[config.mk]
export PLATFORM = sky130hd
export DESIGN_NAME = cb_policy_ctrl
export DESIGN_NICKNAME = d
export VERILOG_FILES = /design/src/rtl/cb_policy_ctrl.sv
export SDC_FILE = /design/constraint.sdc
export NUM_CORES = 1
export LEC_CHECK = 0
export ABC_AREA = 1
export CAP_MARGIN = 10
export CORE_MARGIN = 5
export CORE_UTILIZATION = 50
export CTS_CLUSTER_DIAMETER = 120
export CTS_CLUSTER_SIZE = 8
export DETAILED_ROUTE_END_ITERATION = 8
export PLACE_DENSITY = 0.82
export SLEW_MARGIN = 20
export SYNTH_ARGS = -nofsm -noshare
export SYNTH_HDL_FRONTEND = slang
export SYNTH_SLANG_ARGS = --single-unit
[constraint.sdc]
create_clock -name clk -period 3.2 [get_ports clk]
set_input_delay 0.96 -clock clk [delete_from_list [all_inputs] [get_ports clk]]
set_output_delay 0.96 -clock clk [all_outputs]
set_load 0.02 [all_outputs]
[src/rtl/cb_policy_ctrl.sv]
// Circuit-breaker policy controller: confirms ML alerts, escalates by severity,
// enforces post-release cooldown and gives host overrides top priority.
// Optional trip statistics counter enabled by defining CB_CTRL_STATS_EN.
module cb_policy_ctrl #(
  parameter int unsigned CONFIRM_N    = 3,
  parameter int unsigned CONF_MIN     = 64,
  parameter int unsigned PARAM_CAP    = 200,
  parameter int unsigned COOLDOWN_CYC = 32
) (
  input  logic       clk,
  input  logic       rst,
  input  logic       ml_valid,
  input  logic [1:0] ml_class,
  input  logic [7:0] ml_conf,
  input  logic       host_valid,
  input  logic [1:0] host_mode,
  input  logic [7:0] host_param,
  input  logic       ob_cb_active,
  input  logic [1:0] ob_cb_state,
  output logic [1:0] cb_mode,
  output logic [7:0] cb_param,
  output logic       cb_load,
  output logic [1:0] ctrl_state,
  output logic [7:0] trip_count
);

  localparam int unsigned CNT_W     = 4;
  localparam int unsigned TMR_W     = 8;
  localparam int unsigned GUARD_CYC = 2;
  localparam logic [CNT_W-1:0] CNT_TRIP = CNT_W'(CONFIRM_N - 1);

  typedef enum logic [1:0] {
    ST_IDLE     = 2'd0,
    ST_ARMED    = 2'd1,
    ST_ENGAGED  = 2'd2,
    ST_COOLDOWN = 2'd3
  } state_e;

  state_e           state_q, state_d;
  logic [CNT_W-1:0] cnt_q, cnt_d;
  logic [1:0]       cls_q, cls_d;
  logic [1:0]       guard_q, guard_d;
  logic [TMR_W-1:0] timer_q, timer_d;
  logic [1:0]       mode_q, mode_d;
  logic [7:0]       param_q, param_d;
  logic             load_q, load_d;

  logic       ml_qual;
  logic [7:0] ml_param;
  logic       issue;
  logic [1:0] iss_mode;
  logic [7:0] iss_param;

  assign ml_qual  = ml_valid && (ml_class != 2'd0) && (ml_conf >= 8'(CONF_MIN));
  assign ml_param = (ml_conf > 8'(PARAM_CAP)) ? 8'(PARAM_CAP) : ml_conf;

  // Next-state and issue decision; host strobes pre-empt (and swallow) ML alerts
  always_comb begin
    state_d   = state_q;
    cnt_d     = cnt_q;
    cls_d     = cls_q;
    timer_d   = timer_q;
    guard_d   = (guard_q != 2'd0) ? guard_q - 2'd1 : 2'd0;
    issue     = 1'b0;
    iss_mode  = ml_class;
    iss_param = ml_param;
    if (host_valid) begin
      issue     = 1'b1;
      iss_mode  = host_mode;
      iss_param = host_param;
      cnt_d     = '0;
      state_d   = (host_mode != 2'd0) ? ST_ENGAGED : ST_IDLE;
    end else begin
      case (state_q)
        ST_IDLE: begin
          if (ml_qual) begin
            if (CONFIRM_N <= 1) begin
              issue   = 1'b1;
              state_d = ST_ENGAGED;
            end else begin
              state_d = ST_ARMED;
              cnt_d   = CNT_W'(1);
              cls_d   = ml_class;
            end
          end
        end
        ST_ARMED: begin
          if (ml_valid && (ml_class == 2'd0)) begin
            state_d = ST_IDLE;
            cnt_d   = '0;
          end else if (ml_qual) begin
            if (ml_class == cls_q) begin
              if (cnt_q >= CNT_TRIP) begin
                issue   = 1'b1;
                state_d = ST_ENGAGED;
                cnt_d   = '0;
              end else begin
                cnt_d = cnt_q + CNT_W'(1);
              end
            end else begin
              cnt_d = CNT_W'(1);
              cls_d = ml_class;
            end
          end
        end
        ST_ENGAGED: begin
          if (ml_qual && (ml_class > mode_q)) begin
            issue = 1'b1;
          end else if ((guard_q == 2'd0) && !ob_cb_active) begin
            state_d = ST_COOLDOWN;
            timer_d = TMR_W'(COOLDOWN_CYC);
          end
        end
        ST_COOLDOWN: begin
          if (ml_qual && (ml_class == 2'd3)) begin
            issue   = 1'b1;
            state_d = ST_ENGAGED;
          end else begin
            timer_d = timer_q - TMR_W'(1);
            if (timer_q <= TMR_W'(1)) state_d = ST_IDLE;
          end
        end
        default: state_d = ST_IDLE;
      endcase
    end
    if (issue) guard_d = 2'(GUARD_CYC);
    mode_d  = issue ? iss_mode : mode_q;
    param_d = issue ? iss_param : param_q;
    load_d  = issue;
  end

  always_ff @(posedge clk) begin
    if (rst) begin
      state_q <= ST_IDLE;
      cnt_q   <= '0;
      cls_q   <= '0;
      guard_q <= '0;
      timer_q <= '0;
      mode_q  <= '0;
      param_q <= '0;
      load_q  <= 1'b0;
    end else begin
      state_q <= state_d;
      cnt_q   <= cnt_d;
      cls_q   <= cls_d;
      guard_q <= guard_d;
      timer_q <= timer_d;
      mode_q  <= mode_d;
      param_q <= param_d;
      load_q  <= load_d;
    end
  end

  assign cb_mode    = mode_q;
  assign cb_param   = param_q;
  assign cb_load    = load_q;
  assign ctrl_state = state_q;

`ifdef CB_CTRL_STATS_EN
  logic [7:0] trip_q, trip_d;

  // Saturating count of every nonzero-mode issue
  always_comb begin
    trip_d = trip_q;
    if (issue && (iss_mode != 2'd0) && (trip_q != 8'hFF)) trip_d = trip_q + 8'd1;
  end

  always_ff @(posedge clk) begin
    if (rst) trip_q <= '0;
    else     trip_q <= trip_d;
  end

  assign trip_count = trip_q;
`else
  assign trip_count = 8'd0;
`endif

  // Order-book state is observed for visibility only; no policy depends on it
  logic unused_ob_state;
  assign unused_ob_state = ^ob_cb_state;

endmodule

==> impl_metrics.json, run 1 <==
{
  "final_area_mm2": 0.00233,
  "ioPinCount": 48,
  "drt-initial-drc-count": 76,
  "reg2reg_setup_slack_ns": 1.43,
  "first_global_vias": 1693,
  "status": "finished, final reports clean",
  "syn-cell-area_mm2": 0.00184,
  "cp.required_ns": 3.42,
  "synth-edff-count": 0,
  "hold_slack_ns": 0.446,
  "synth-seq-cells": 29,
  "synthArstFlopShare": 0,
  "vias": 1840,
  "crit_path_end_kind": "register",
  "cp.arrival_ns": 2.85,
  "ant_nets": 0,
  "io_buffers": 37,
  "rsz0062_at_grt": "false",
  "cts_root_buf": "clkbuf_8",
  "die_w_um": 70.6,
  "routabilityCongestion": 0.883,
  "crit_type": "in -> reg",
  "grt.overflow.total": 0,
  "ys_types": 31,
  "synth_top_area_cell": "dfxtp_1",
  "cts_buffer_depth": 2,
  "place_inst": 370,
  "slew_viol_final": 0,
  "die_y_um": 70.6,
  "cts.repair.resized": 0,
  "synth_cells": 289,
  "cts_tree": "done",
  "yosys-top-cells-count": "nand2_1, nor2_1, inv_1",
  "antenna_cells": 0,
  "htreeDepth": 2,
  "cts_sinks": 29,
  "leakage_nw": 1.12,
  "numCtsBuffers": 5,
  "r2r-start": "cb_mode[1]",
  "fin_crit_sh": 0.821,
  "yosysMostFrequentCell": "nand2_1",
  "yosysTopAreaCellShare": 0.316,
  "synth_ff_type": "dfxtp_1",
  "nets": 362,
  "grt_util_all_layers": 0.176,
  "ir_drop_uv": 282,
  "postCtsSetupRepairBufs": 0,
  "clock_latency_ns": 0.29,
  "drv_cap": 0,
  "setup_tns_ns": 0,
  "start_util": 0.509,
  "syn_avg_cell_area_um2": 6.36,
  "yosys_warnings": 0,
  "fp.dieArea_mm2": 0.00499,
  "rows": 22,
  "finClkSkew_ns": 0.00790,
  "cp_max_fo": 9,
  "timing.fmax_ghz": 0.380,
  "routed_wl_um": 4190,
  "hpwl_um": 3130,
  "holdPathStages": 1,
  "wire_per_inst_um": 11.1,
  "placed_area_mm2": 0.00223,
  "seq_area_frac_synth": 0.316,
  "drive_gt1_frac": 0.0848,
  "path_clk_slew_ns": 0.07,
  "drc_errors": 0,
  "core_area_mm2": 0.00361,
  "worst_r2r_path_depth": 9,
  "grt_pass1_wl_um": 7110,
  "layoutNonFillerInstCount": 378,
  "vias_per_cell": 4.87,
  "cellPowerDensity_mw_per_mm2": 417,
  "r2r-end": "timer_q[5]",
  "hold_viol": 0,
  "start_kind": "primary input",
  "worstHoldEndpoint": "guard_q[0]",
  "hold_class": "reg -> reg",
  "synthToLayoutAreaGrowth_pct": 26.7,
  "post-route-min-period_ns": 2.63,
  "setup_viol": 0,
  "ys_top_cells_by_area": "dfxtp_1, nand2_1, nor2_1, inv_1, a21oi_1",
  "min_from": "guard_q[0]",
  "cts_hold_buf": 0,
  "antenna_found_initial": 0,
  "grt_max_degree": 19,
  "drtPass1Iterations": 4
}
==> through the flow <==
step	setup slack, ns	total power [mW]	util
CTS	0.572	0.979	0.645
floorplan	1.00	0.553	-
global placement	0.288	0.628	0.617
detailed placement	0.278	0.630	0.617
finish	0.572	0.970	0.645
global route	0.387	1.02	0.645
==> worst max path at each step <==
stage | endpoint | slack (ns) | cells after the start | startpoint
after floorplan | cb_mode[1] | 1.00 | 10 | ml_class[1]
final | timer_q[5] | 0.57 | 11 | ml_class[0]
after global placement | cb_param[0] | 0.29 | 12 | ml_class[0]
after global routing | timer_q[0] | 0.39 | 11 | ml_class[0]
after CTS | timer_q[0] | 0.57 | 11 | ml_class[0]
after detailed placement | timer_q[0] | 0.28 | 11 | ml_class[0]
==> where the power goes <==
part	internal [mW]	switching (mW)
sequential	0.380	0.0167
clock	0.194	0.151
combinational	0.0975	0.130
total	0.672	0.298
==> cell usage in the layout (no fill, tap or decap), drive strengths merged, types with 6 or more instances in the layout <==
cell type      instances
dfxtp                 29
nand2                 82
conb                   8
nor2                  48
o21ai                 14
nand3                 20
clkbuf                 7
ha                     6
inv                   35
clkdlybuf4s50         37
a21oi                 21
==> state kept, by name, indices dropped and copies added, names as in the netlist <==
register and flops:
cls_q 2, cb_mode 2, cnt_q 4, ctrl_state 2
guard_q 2, cb_load 1, cb_param 8, timer_q 8
==> per-layer routing <==
metal	global-route usage	up-vias	part of all wire
li1	-	975	-
met1	0.199	823	0.45
met2	0.302	31	0.47
met3	0.0554	11	0.055
met4	0.0772	0	0.022
met5	0	-	0
==> area by class of cell <==
class / count / area [um2]
inverters: 35 / 131
well taps: 48 / 60.1
repair buffers: 40 / 393
clock inverters: 1 / 5.00
flip-flops and latches: 29 / 581
clock buffers: 7 / 96.3
fillers: 343 / 1280
multi-input cells: 218 / 1060
==> worst max-delay path, cell delays in order <==
cell and delay [ns]:
clkdlybuf4s50_1 0.53, inv_1 0.11, ha_1 0.29, nand2_1 0.05, nand2_1 0.06, nor2_1 0.04, nand2_1 0.12, nand4_2 0.27
inv_2 0.22, nand2_1 0.08, a21oi_1 0.12
==> logic make-up after synthesis <==
kind of cell,Yosys count,share of synthesized area
and+or+nand+nor,158,0.372
xor gates and xnor gates,5,0.0238
DFF,29,0.316
other,1,0.00204
adders and majority gates,6,0.0409
buffers and inverters,49,0.121
AOI/OAI and AO/OA,41,0.125
(Power assumes the default switching activity.)
==> run 2: changes to the inputs <==
CORE_UTILIZATION = 44   (was 50)
PLACE_DENSITY = 0.76   (was 0.82)
clock period = 2.3 ns   (was 3.2 ns; I/O delays follow)
==> impl_metrics.json, run 2 (synthesis results as in run 1) <==
{
  "p_int_mw": 1.02,
  "fillCellCount": 395,
  "core_area_mm2": 0.00403,
  "status": "finished, final reports clean",
  "nets": 381,
  "hold_viol": 0,
  "cts_hold_buf": 0,
  "grt.overflow.total": 0,
  "p_sw_frac": 0.300,
  "cts_tree": "done",
  "wl_met1_um": 1940,
  "power_frac_clock": 0.370,
  "power_frac_comb": 0.252,
  "final_cell_mix": "nand2_1, nor2_1, clkdlybuf4s50_1",
  "layoutNonFillerInstCount": 399,
  "top_layer_used": "met4",
  "cts.repair.resized": 0,
  "cp_max_fo": 6,
  "ioPinCount": 48,
  "relSlewSlack": 0.659,
  "p_seq_frac": 0.378,
  "vias": 1929,
  "routabilityCongestion": 0.816,
  "synthToLayoutAreaGrowth_pct": 36.9,
  "rows": 23,
  "drive_gt1_frac": 0.140,
  "fin_ws_ns": 0.141,
  "drc_errors": 0,
  "setup_viol": 0,
  "layout_commonest_cell": "nand2_1",
  "regArea_um2": 581,
  "die_y_um": 74.6,
  "hold_slack_ns": 0.445,
  "cts_sinks": 29,
  "crit_type": "reg -> out",
  "multi_input_area_mm2": 0.00109,
  "cts_buffer_depth": 2,
  "ir_drop_uv": 335,
  "final_util": 0.624,
  "antenna_cells": 0,
  "grt_max_degree": 19,
  "critical_path_buf_inv_count": 1,
  "timing.fmax_ghz": 0.463,
  "io_buffers": 37,
  "htreeDepth": 2,
  "clock_latency_ns": 0.29,
  "drv_cap": 0,
  "cts_root_buf": "clkbuf_8",
  "critical_path.top_delay_family": "buffers and inverters",
  "worst_slew_pin_slew_ns": 0.511,
  "path_clk_slew_ns": 0.07,
  "leakage_nw": 1.23,
  "place_inst": 390,
  "rsz0062_at_grt": "false",
  "first_global_vias": 1843,
  "start_kind": "register",
  "ant_nets": 0,
  "postCtsSetupRepairBufs": 0,
  "grt_util_all_layers": 0.183,
  "post-route-min-period_ns": 2.16,
  "wl_met3_um": 323,
  "cp.required_ns": 1.61,
  "routed_wl_um": 4690,
  "slowest_stage": "clkdlybuf4s50_1",
  "drt-initial-drc-count": 160,
  "pre_cts_ws_ns": -0.206,
  "cp.arrival_ns": 1.47,
  "wl_met2_um": 2310,
  "hold_class": "reg -> reg",
  "path_cells": "clkdlybuf4s50_1",
  "finClkSkew_ns": 0.00928,
  "cp_slowest_stage_delay_ns": 0.67,
  "grt_pass1_wl_um": 7800,
  "start_util": 0.456,
  "cellPowerDensity_mw_per_mm2": 579,
  "numCtsBuffers": 5,
  "fin_crit_sh": 0.938,
  "antenna_found_initial": 0,
  "vias_per_cell": 4.83,
  "fp.dieArea_mm2": 0.00557,
  "crit_path_end_kind": "output pin",
  "drtPass1Iterations": 4,
  "die_w_um": 74.6,
  "hpwl_um": 3450,
  "slew_viol_final": 0,
  "wire_per_inst_um": 11.8,
  "switchingPower_mw": 0.437
}
run 2: per-layer routing:
| metal | vias to the layer above | global-route usage |
|---|---|---|
| met5 | - | 0 |
| met1 | 854 | 0.201 |
| met3 | 11 | 0.0694 |
| met4 | 0 | 0.0751 |
| li1 | 1010 | - |
| met2 | 54 | 0.317 |
run 2: final timing paths:
check | start | cells after the start | slack (ns) | to
worst max-delay path | ctrl_state[1] | 1 | 0.14 | ctrl_state[1]
worst min register to register | guard_q[0] | 1 | 0.44 | guard_q[0]
worst min-delay path | guard_q[0] | 1 | 0.44 | guard_q[0]
worst max register to register | cb_mode[1] | 10 | 0.48 | cb_param[6]
run 2: metrics by stage:
stage / TNS [ns] / power (mW) / instance area, um2
after global placement: -2.76 / 0.910 / 2360
final: 0 / 1.46 / 2510
after detailed placement: -3.19 / 0.917 / 2360
after global routing: 0 / 1.54 / 2510
after floorplan: 0 / 0.769 / 1860
after CTS: 0 / 1.46 / 2480
run 2: worst register-to-register path, delay by kind of cell, from the launching register on:
| family | cells | cell delay [ns] |
|---|---|---|
| fa+ha+maj | 1 | 0.30 |
| buf+inv | 2 | 0.20 |
| simple gates | 5 | 0.59 |
| flops | 1 | 0.35 |
| compound gates | 2 | 0.31 |
run 2: area by class of cell:
cell class | count | area share
timing repair buffer | 58 | 0.214
clock buffer | 5 | 0.0274
multi-input combinational | 219 | 0.433
inverter | 35 | 0.0523
clock inverter | 3 | 0.0184
tap | 50 | 0.0249
sequential | 29 | 0.231
run 2: power by group through the flow:
stage / logic (mW) / registers, mW / clock network, mW
floorplan: 0.186 / 0.583 / 0
global placement: 0.351 / 0.560 / 0
detailed placement: 0.357 / 0.560 / 0
CTS: 0.360 / 0.549 / 0.550
global route: 0.405 / 0.553 / 0.578
finish: 0.367 / 0.550 / 0.539
==> run 3: changes to the inputs <==
TNS_END_PERCENT = 1   (was not set)
==> results of run 3 <==
Same layout as run 2: the final DEF is identical, and so are final timing and power.
